<file path="src/rtl/bsg_rocc_pkg.sv">
// Shared bsg_rocc definitions: RoCC memory request/response bundles
// and the tag/data widths used across the manycore<->RoCC path.
package bsg_rocc_pkg;

    localparam int rocc_mem_tag_width_gp = 5;
    localparam int rocc_data_width_gp    = 64;
    localparam int rocc_addr_width_gp    = 40;

    typedef struct packed {
        logic [rocc_addr_width_gp-1:0]    req_addr;
        logic [rocc_mem_tag_width_gp-1:0] req_tag;
        logic [4:0]                       req_cmd;
        logic [2:0]                       req_typ;
        logic                             req_phys;
        logic [rocc_data_width_gp-1:0]    req_data;
    } rocc_mem_req_s;

    typedef struct packed {
        logic [rocc_addr_width_gp-1:0]    resp_addr;
        logic [rocc_mem_tag_width_gp-1:0] resp_tag;
        logic [4:0]                       resp_cmd;
        logic [2:0]                       resp_typ;
        logic [rocc_data_width_gp-1:0]    resp_data;
        logic                             resp_has_data;
    } rocc_mem_resp_s;

endpackage

</file>
<file path="src/rtl/bsg_rocc_mem_tag_alloc.sv">
// Outstanding-tag vector with lowest-free allocation and a registered
// popcount kept in step with the vector.
module bsg_rocc_mem_tag_alloc #(
    parameter int els_p = 4,
    localparam int idx_w_lp = (els_p > 1) ? $clog2(els_p) : 1,
    localparam int cnt_w_lp = $clog2(els_p + 1)
) (
    input  logic                clk_i,
    input  logic                reset_i,
    input  logic                set_v_i,
    input  logic [idx_w_lp-1:0] set_idx_i,
    input  logic                clr_v_i,
    input  logic [idx_w_lp-1:0] clr_idx_i,
    output logic [els_p-1:0]    vec_o,
    output logic                free_v_o,
    output logic [idx_w_lp-1:0] free_tag_o,
    output logic [cnt_w_lp-1:0] count_o
);

    logic [els_p-1:0]    vec_r;
    logic [els_p-1:0]    vec_next;
    logic [cnt_w_lp-1:0] count_r;

    function automatic logic [cnt_w_lp-1:0] popcount(input logic [els_p-1:0] v);
        logic [cnt_w_lp-1:0] c;
        c = '0;
        for (int i = 0; i < els_p; i++) begin
            c = c + cnt_w_lp'(v[i]);
        end
        return c;
    endfunction

    always_comb begin
        vec_next = vec_r;
        if (set_v_i) vec_next[set_idx_i] = 1'b1;
        if (clr_v_i) vec_next[clr_idx_i] = 1'b0;
    end

    // Scan from the top so the lowest free index wins.
    always_comb begin
        free_v_o   = 1'b0;
        free_tag_o = '0;
        for (int i = els_p - 1; i >= 0; i--) begin
            if (!vec_r[i]) begin
                free_v_o   = 1'b1;
                free_tag_o = idx_w_lp'(i);
            end
        end
    end

    always_ff @(posedge clk_i or posedge reset_i) begin
        if (reset_i) begin
            vec_r   <= '0;
            count_r <= '0;
        end else begin
            vec_r   <= vec_next;
            count_r <= popcount(vec_next);
        end
    end

    assign vec_o   = vec_r;
    assign count_o = count_r;

endmodule

</file>
<file path="src/rtl/bsg_rocc_mem_req_tracker.sv">
// Buffers RoCC memory requests, tags them, and retires tags on responses.
// Optional per-tag deadline: BSG_ROCC_MEM_TRACKER_TIMEOUT_EN.
module bsg_rocc_mem_req_tracker
    import bsg_rocc_pkg::*;
#(
    parameter int fifo_els_p        = 4,
    parameter int max_outstanding_p = 4,
    parameter int timeout_cycles_p  = 1024,
    localparam int cnt_w_lp = $clog2(max_outstanding_p + 1)
) (
    input  logic                clk_i,
    input  logic                reset_i,
    input  logic                req_v_i,
    input  rocc_mem_req_s       req_s_i,
    output logic                req_ready_o,
    output logic                mem_req_valid_o,
    output rocc_mem_req_s       mem_req_s_o,
    input  logic                mem_req_ready_i,
    input  logic                mem_resp_valid_i,
    input  rocc_mem_resp_s      mem_resp_s_i,
    output logic [cnt_w_lp-1:0] outstanding_o,
    output logic                busy_o,
    output logic                error_o,
    output logic                timeout_o
);

    localparam int tw_lp    = rocc_mem_tag_width_gp;
    localparam int iw_lp    = (max_outstanding_p > 1) ? $clog2(max_outstanding_p) : 1;
    localparam int ptr_w_lp = (fifo_els_p > 1) ? $clog2(fifo_els_p) : 1;
    localparam int fcw_lp   = $clog2(fifo_els_p + 1);

    rocc_mem_req_s       fifo_mem [fifo_els_p];
    logic [ptr_w_lp-1:0] wr_ptr, rd_ptr;
    logic [fcw_lp-1:0]   fifo_cnt;
    logic                fifo_v, enq, deq;

    logic [max_outstanding_p-1:0] vec;
    logic                         free_v;
    logic [iw_lp-1:0]             free_tag;
    logic                         resp_hit, clr_v;
    logic [iw_lp-1:0]             resp_idx;
    logic                         error_r;

    function automatic logic [ptr_w_lp-1:0] ptr_inc(input logic [ptr_w_lp-1:0] p);
        return (p == ptr_w_lp'(fifo_els_p - 1)) ? '0 : p + 1'b1;
    endfunction

    assign fifo_v          = (fifo_cnt != '0);
    assign req_ready_o     = (fifo_cnt != fcw_lp'(fifo_els_p));
    assign enq             = req_v_i & req_ready_o;
    assign mem_req_valid_o = fifo_v & free_v;
    assign deq             = mem_req_valid_o & mem_req_ready_i;

    always_ff @(posedge clk_i or posedge reset_i) begin
        if (reset_i) begin
            wr_ptr   <= '0;
            rd_ptr   <= '0;
            fifo_cnt <= '0;
        end else begin
            if (enq) wr_ptr <= ptr_inc(wr_ptr);
            if (deq) rd_ptr <= ptr_inc(rd_ptr);
            unique case ({enq, deq})
                2'b10:   fifo_cnt <= fifo_cnt + 1'b1;
                2'b01:   fifo_cnt <= fifo_cnt - 1'b1;
                default: fifo_cnt <= fifo_cnt;
            endcase
        end
    end

    always_ff @(posedge clk_i) begin
        if (enq) fifo_mem[wr_ptr] <= req_s_i;
    end

    always_comb begin
        mem_req_s_o         = fifo_mem[rd_ptr];
        mem_req_s_o.req_tag = tw_lp'(free_tag);
    end

    // Tags at or above max_outstanding_p can never be live, so they miss.
    assign resp_idx = mem_resp_s_i.resp_tag[iw_lp-1:0];
    assign resp_hit = ({1'b0, mem_resp_s_i.resp_tag} < (tw_lp + 1)'(max_outstanding_p))
                    && vec[resp_idx];
    assign clr_v    = mem_resp_valid_i & resp_hit;

    bsg_rocc_mem_tag_alloc #(
        .els_p(max_outstanding_p)
    ) tag_alloc (
        .clk_i      (clk_i),
        .reset_i    (reset_i),
        .set_v_i    (deq),
        .set_idx_i  (free_tag),
        .clr_v_i    (clr_v),
        .clr_idx_i  (resp_idx),
        .vec_o      (vec),
        .free_v_o   (free_v),
        .free_tag_o (free_tag),
        .count_o    (outstanding_o)
    );

    always_ff @(posedge clk_i or posedge reset_i) begin
        if (reset_i) begin
            error_r <= 1'b0;
        end else if (mem_resp_valid_i && !resp_hit) begin
            error_r <= 1'b1;
        end
    end

    assign error_o = error_r;
    assign busy_o  = fifo_v | (outstanding_o != '0);

`ifdef BSG_ROCC_MEM_TRACKER_TIMEOUT_EN
    localparam int tcw_lp = $clog2(timeout_cycles_p + 1);

    logic [tcw_lp-1:0] tcnt_r [max_outstanding_p];
    logic              timeout_r;

    always_ff @(posedge clk_i or posedge reset_i) begin
        if (reset_i) begin
            for (int i = 0; i < max_outstanding_p; i++) tcnt_r[i] <= '0;
            timeout_r <= 1'b0;
        end else begin
            for (int i = 0; i < max_outstanding_p; i++) begin
                if (deq && free_tag == iw_lp'(i)) begin
                    tcnt_r[i] <= '0;
                end else if (vec[i] && tcnt_r[i] != tcw_lp'(timeout_cycles_p)) begin
                    tcnt_r[i] <= tcnt_r[i] + 1'b1;
                    if (tcnt_r[i] == tcw_lp'(timeout_cycles_p - 1)) timeout_r <= 1'b1;
                end
            end
        end
    end

    assign timeout_o = timeout_r;
`else
    assign timeout_o = 1'b0;
`endif

    logic unused_resp;
    assign unused_resp = ^{mem_resp_s_i.resp_addr, mem_resp_s_i.resp_cmd,
                           mem_resp_s_i.resp_typ, mem_resp_s_i.resp_data,
                           mem_resp_s_i.resp_has_data};

endmodule

</file>
<file path="config.mk">
export PLATFORM = sky130hd
export DESIGN_NAME = bsg_rocc_mem_req_tracker
export DESIGN_NICKNAME = d
export VERILOG_FILES = /design/src/rtl/bsg_rocc_pkg.sv /design/src/rtl/bsg_rocc_mem_tag_alloc.sv /design/src/rtl/bsg_rocc_mem_req_tracker.sv
export SDC_FILE = /design/constraint.sdc
export NUM_CORES = 1
export LEC_CHECK = 0
export BUFFER_PORTS_ARGS = -buffer_cell sky130_fd_sc_hd__buf_4
export CAP_MARGIN = 20
export CORE_AREA = 2 2 185 187
export DETAILED_ROUTE_END_ITERATION = 10
export DIE_AREA = 0 0 187 189
export GPL_TIMING_DRIVEN = 0
export MAX_ROUTING_LAYER = met4
export PLACE_DENSITY_LB_ADDON = 0.25
export SLEW_MARGIN = 0
export SYNTH_ARGS = -nofsm -noshare
export SYNTH_HDL_FRONTEND = slang
export SYNTH_SLANG_ARGS = --single-unit
</file>
<file path="constraint.sdc">
create_clock -name clk_i -period 11.3 [get_ports clk_i]
set_clock_uncertainty 0.15 [all_clocks]
set_input_delay 1.13 -clock clk_i [delete_from_list [all_inputs] [get_ports clk_i]]
set_output_delay 1.13 -clock clk_i [all_outputs]
set_load 0.05 [all_outputs]
</file>
==> results.cfg <==
[run_status]
outcome = completed

[power_and_ir_drop]
power_density_mw_per_mm2 = 304
intPower_w = 0.00401
p_leak_nw = 7.35
seq_power_share_pct = 36.6
switching_power_w = 0.00244
combPwrFrac_pct = 41.8
clkPwrFrac_pct = 21.7
switching_share_pct = 37.8
peakVddDrop_uv = 182

[clocking]
holdBufCountCts = 0
cts_tree = built
cts_buffer_depth = 3
clk_pin_slew_ns = 0.06
post_cts_buffers = 0
cts_sinks = 467
root_buffer = clkbuf_16
clock_latency_ns = 0.53
cts_buffers = 46
htreeDepth = 2
cts.repair.resized = 0

[synth]
synth_ff_type = edfxtp_1
yosysTopAreaCell = edfxtp_1
ys_warn_count = 0
synth_area_leaders = edfxtp_1 79%, mux4_2 15%, dfrtp_1 2.2%
mappedNetlistArea_sq_mm = 0.0172
synth_top_area_share_pct = 78.8
ys_seq_elements = 467
yosysSeqAreaShare_pct = 81.0
synth_edf_count = 452
synthArstFlopShare_pct = 3.21
synth_cell_type_count = 37
avgSynthCellArea_sq_um = 25.1
syn_inst = 685

[worst_setup_path]
reg2reg_depth = 4
r2r_slack_ns = 8.85
startpoint_type = flop
path_common_cell = buf_4
endpoint_kind = output port
path_cells = buf_2 > buf_4 > clkbuf_1 > mux4_2 > buf_4
cpPeakStageDelay_ns = 0.54
crit_fanout = 10
required_ns = 10.02
crit_type = reg -> out
crit_path_top_delay_cell = clkbuf_1
r2r-start = fifo_cnt[2]
crit_arrival_ns = 2.51
worstReg2RegEnd = fifo_mem[0][101]

[detailed_routing]
via_count = 7945
ant_nets = 0
drt-total-wl_um = 32200
drt-initial-drc-count = 518
route.detailed.drc = 0
drt_first_pass_iters = 5
viasPerCell = 5.41
wl_per_cell_um = 21.9

[placement]
port_buffers = 243
gp_routability_congestion = 0.744
placedCellCount = 1387
place_ws_ns = 7.90
dp_hpwl_um = 20100

[global_routing]
use_met2_pct = 31.0
antenna_found_initial = 0
grt_pass1_vias = 8374
met3_usage_pct = 3.91
grt_util_met1_pct = 24.8
grt_max_degree = 54
grt.total_usage_pct = 18.9
grt-ovfl-total = 0
grt_pass1_wl_um = 49500
grt.busiest_layer = met2

[layout]
drive_above_1_share_pct = 44.8
fin_nets = 1238
area_growth_pct = 23.2
fin_util_pct = 63.7
diodes = 0
finalNonFillerCells = 1468

[die]
die_w_um = 187
die_y_um = 189
pin_count = 367
core_sq_mm = 0.0333
die_area_sq_mm = 0.0353
row_count = 67
start_util_pct = 51.7

[hold_path]
hold_end = fifo_cnt[0]
hp-start = fifo_cnt[0]
worstHoldPathType = reg -> reg
hold_depth = 1

[timing]
rsz0062_at_grt = no
fin_setup_tns_ns = 0
drv_slew = 0
worst_slack_ns = 7.51
fmax_mhz = 264
setup_violations = 0
finalCritPeriodShare_pct = 33.5
period_minus_slack_ns = 3.79
maxSlewHeadroom_pct = 50.4
hold_viol = 0
hold_ws_ns = 0.417
tightestPinTransition_ns = 0.745

[flow_run]
drv_cap = 0
cell type report:
| cell class | instances | area [sq um] |
|---|---|---|
| buffer | 31 | 174 |
| clock inverter | 21 | 148 |
| sequential | 467 | 13900 |
| tap | 448 | 561 |
| timing repair buffer | 251 | 2030 |
| multi-input combinational | 176 | 3070 |
| inverter | 14 | 52.6 |
| clock buffer | 60 | 1220 |
| fill | 2251 | 12100 |
worst max-delay path by stage:
| stage | from | endpoint | slack (ns) | depth (start not counted) |
|---|---|---|---|---|
| 6_report | rd_ptr[1] | mem_req_s_o[15] | 7.51 | 5 |
| 5_1_grt | rd_ptr[1] | mem_req_s_o[16] | 7.35 | 5 |
| 4_1_cts | rd_ptr[1] | mem_req_s_o[15] | 7.40 | 5 |
| 3_5_place_dp | mem_resp_s_i[77] | tag_alloc.count_o[1] | 7.90 | 9 |
| 3_3_place_gp | req_v_i | fifo_mem[1][72] | 4.61 | 2 |
| 2_1_floorplan | req_v_i | fifo_mem[2][0] | 6.88 | 1 |
critical path, delay by kind of cell (launching register included):
kind | cells | cell delay, ns
buffers and inverters | 4 | 1.22
muxes | 1 | 0.41
DFF | 1 | 0.34
per-layer routing:
layer / part of all wire (%) / wire length [um] / up-vias
li1: - / - / 3504
met2: 50 / 16200 / 230
met1: 42 / 13500 / 4161
met3: 5.6 / 1810 / 50
met4: 2.0 / 631 / 0
met5: 0 / 0 / -
cells in the mapped netlist (2+ instances only):
cell / n
ha_1: 8
mux4_2: 113
nor2_1: 6
a21oi_1: 5
mux2_4: 2
mux2_2: 2
nand2_1: 4
nor3_1: 4
buf_4: 10
inv_1: 13
fa_1: 2
edfxtp_1: 452
xor2_1: 2
nor2b_1: 2
o31a_1: 2
dfrtp_1: 15
and3_1: 4
buf_2: 10
mux2i_1: 2
clkbuf_1: 10
cell usage in the layout, fill, tap and decap left out, types with 9 or more instances in the layout:
cell	instances
dfrtp_1	15
clkbuf_16	47
buf_4	253
mux4_2	113
clkinv_1	9
clkinv_2	9
clkbuf_1	23
inv_1	13
edfxtp_1	452
buf_2	10
flip-flops by register name, indices dropped and copies added, names as in the netlist:
name,cells
error_o,1
fifo_cnt,3
fifo_mem,452
rd_ptr,2
tag_alloc.count_o,3
tag_alloc.vec_o,4
wr_ptr,2
power by group through the flow:
stage / clock (W) / sequential (W) / combinational, W
6_report: 0.00140 / 0.00236 / 0.00269
3_3_place_gp: 0 / 0.00246 / 0.00268
3_5_place_dp: 0 / 0.00239 / 0.00275
4_1_cts: 0.00143 / 0.00236 / 0.00275
2_1_floorplan: 0 / 0.00242 / 0.00190
5_1_grt: 0.00150 / 0.00238 / 0.00283
kinds of logic after synthesis:
group / Yosys count / synth area share [%]
simple gates: 25 / 0.807
compound gates: 15 / 0.654
fa+ha+maj: 10 / 0.814
flops: 467 / 81.0
xor+xnor: 3 / 0.153
other cells: 1 / 0.0218
buf+inv: 45 / 1.32
mux: 119 / 15.2
per-stage QoR:
step	area, sq um	power (W)
finish	21200	0.00645
global route	21200	0.00671
CTS	21200	0.00654
detailed placement	19800	0.00514
global placement	19600	0.00514
floorplan	17200	0.00432
(Power assumes the default switching activity.)
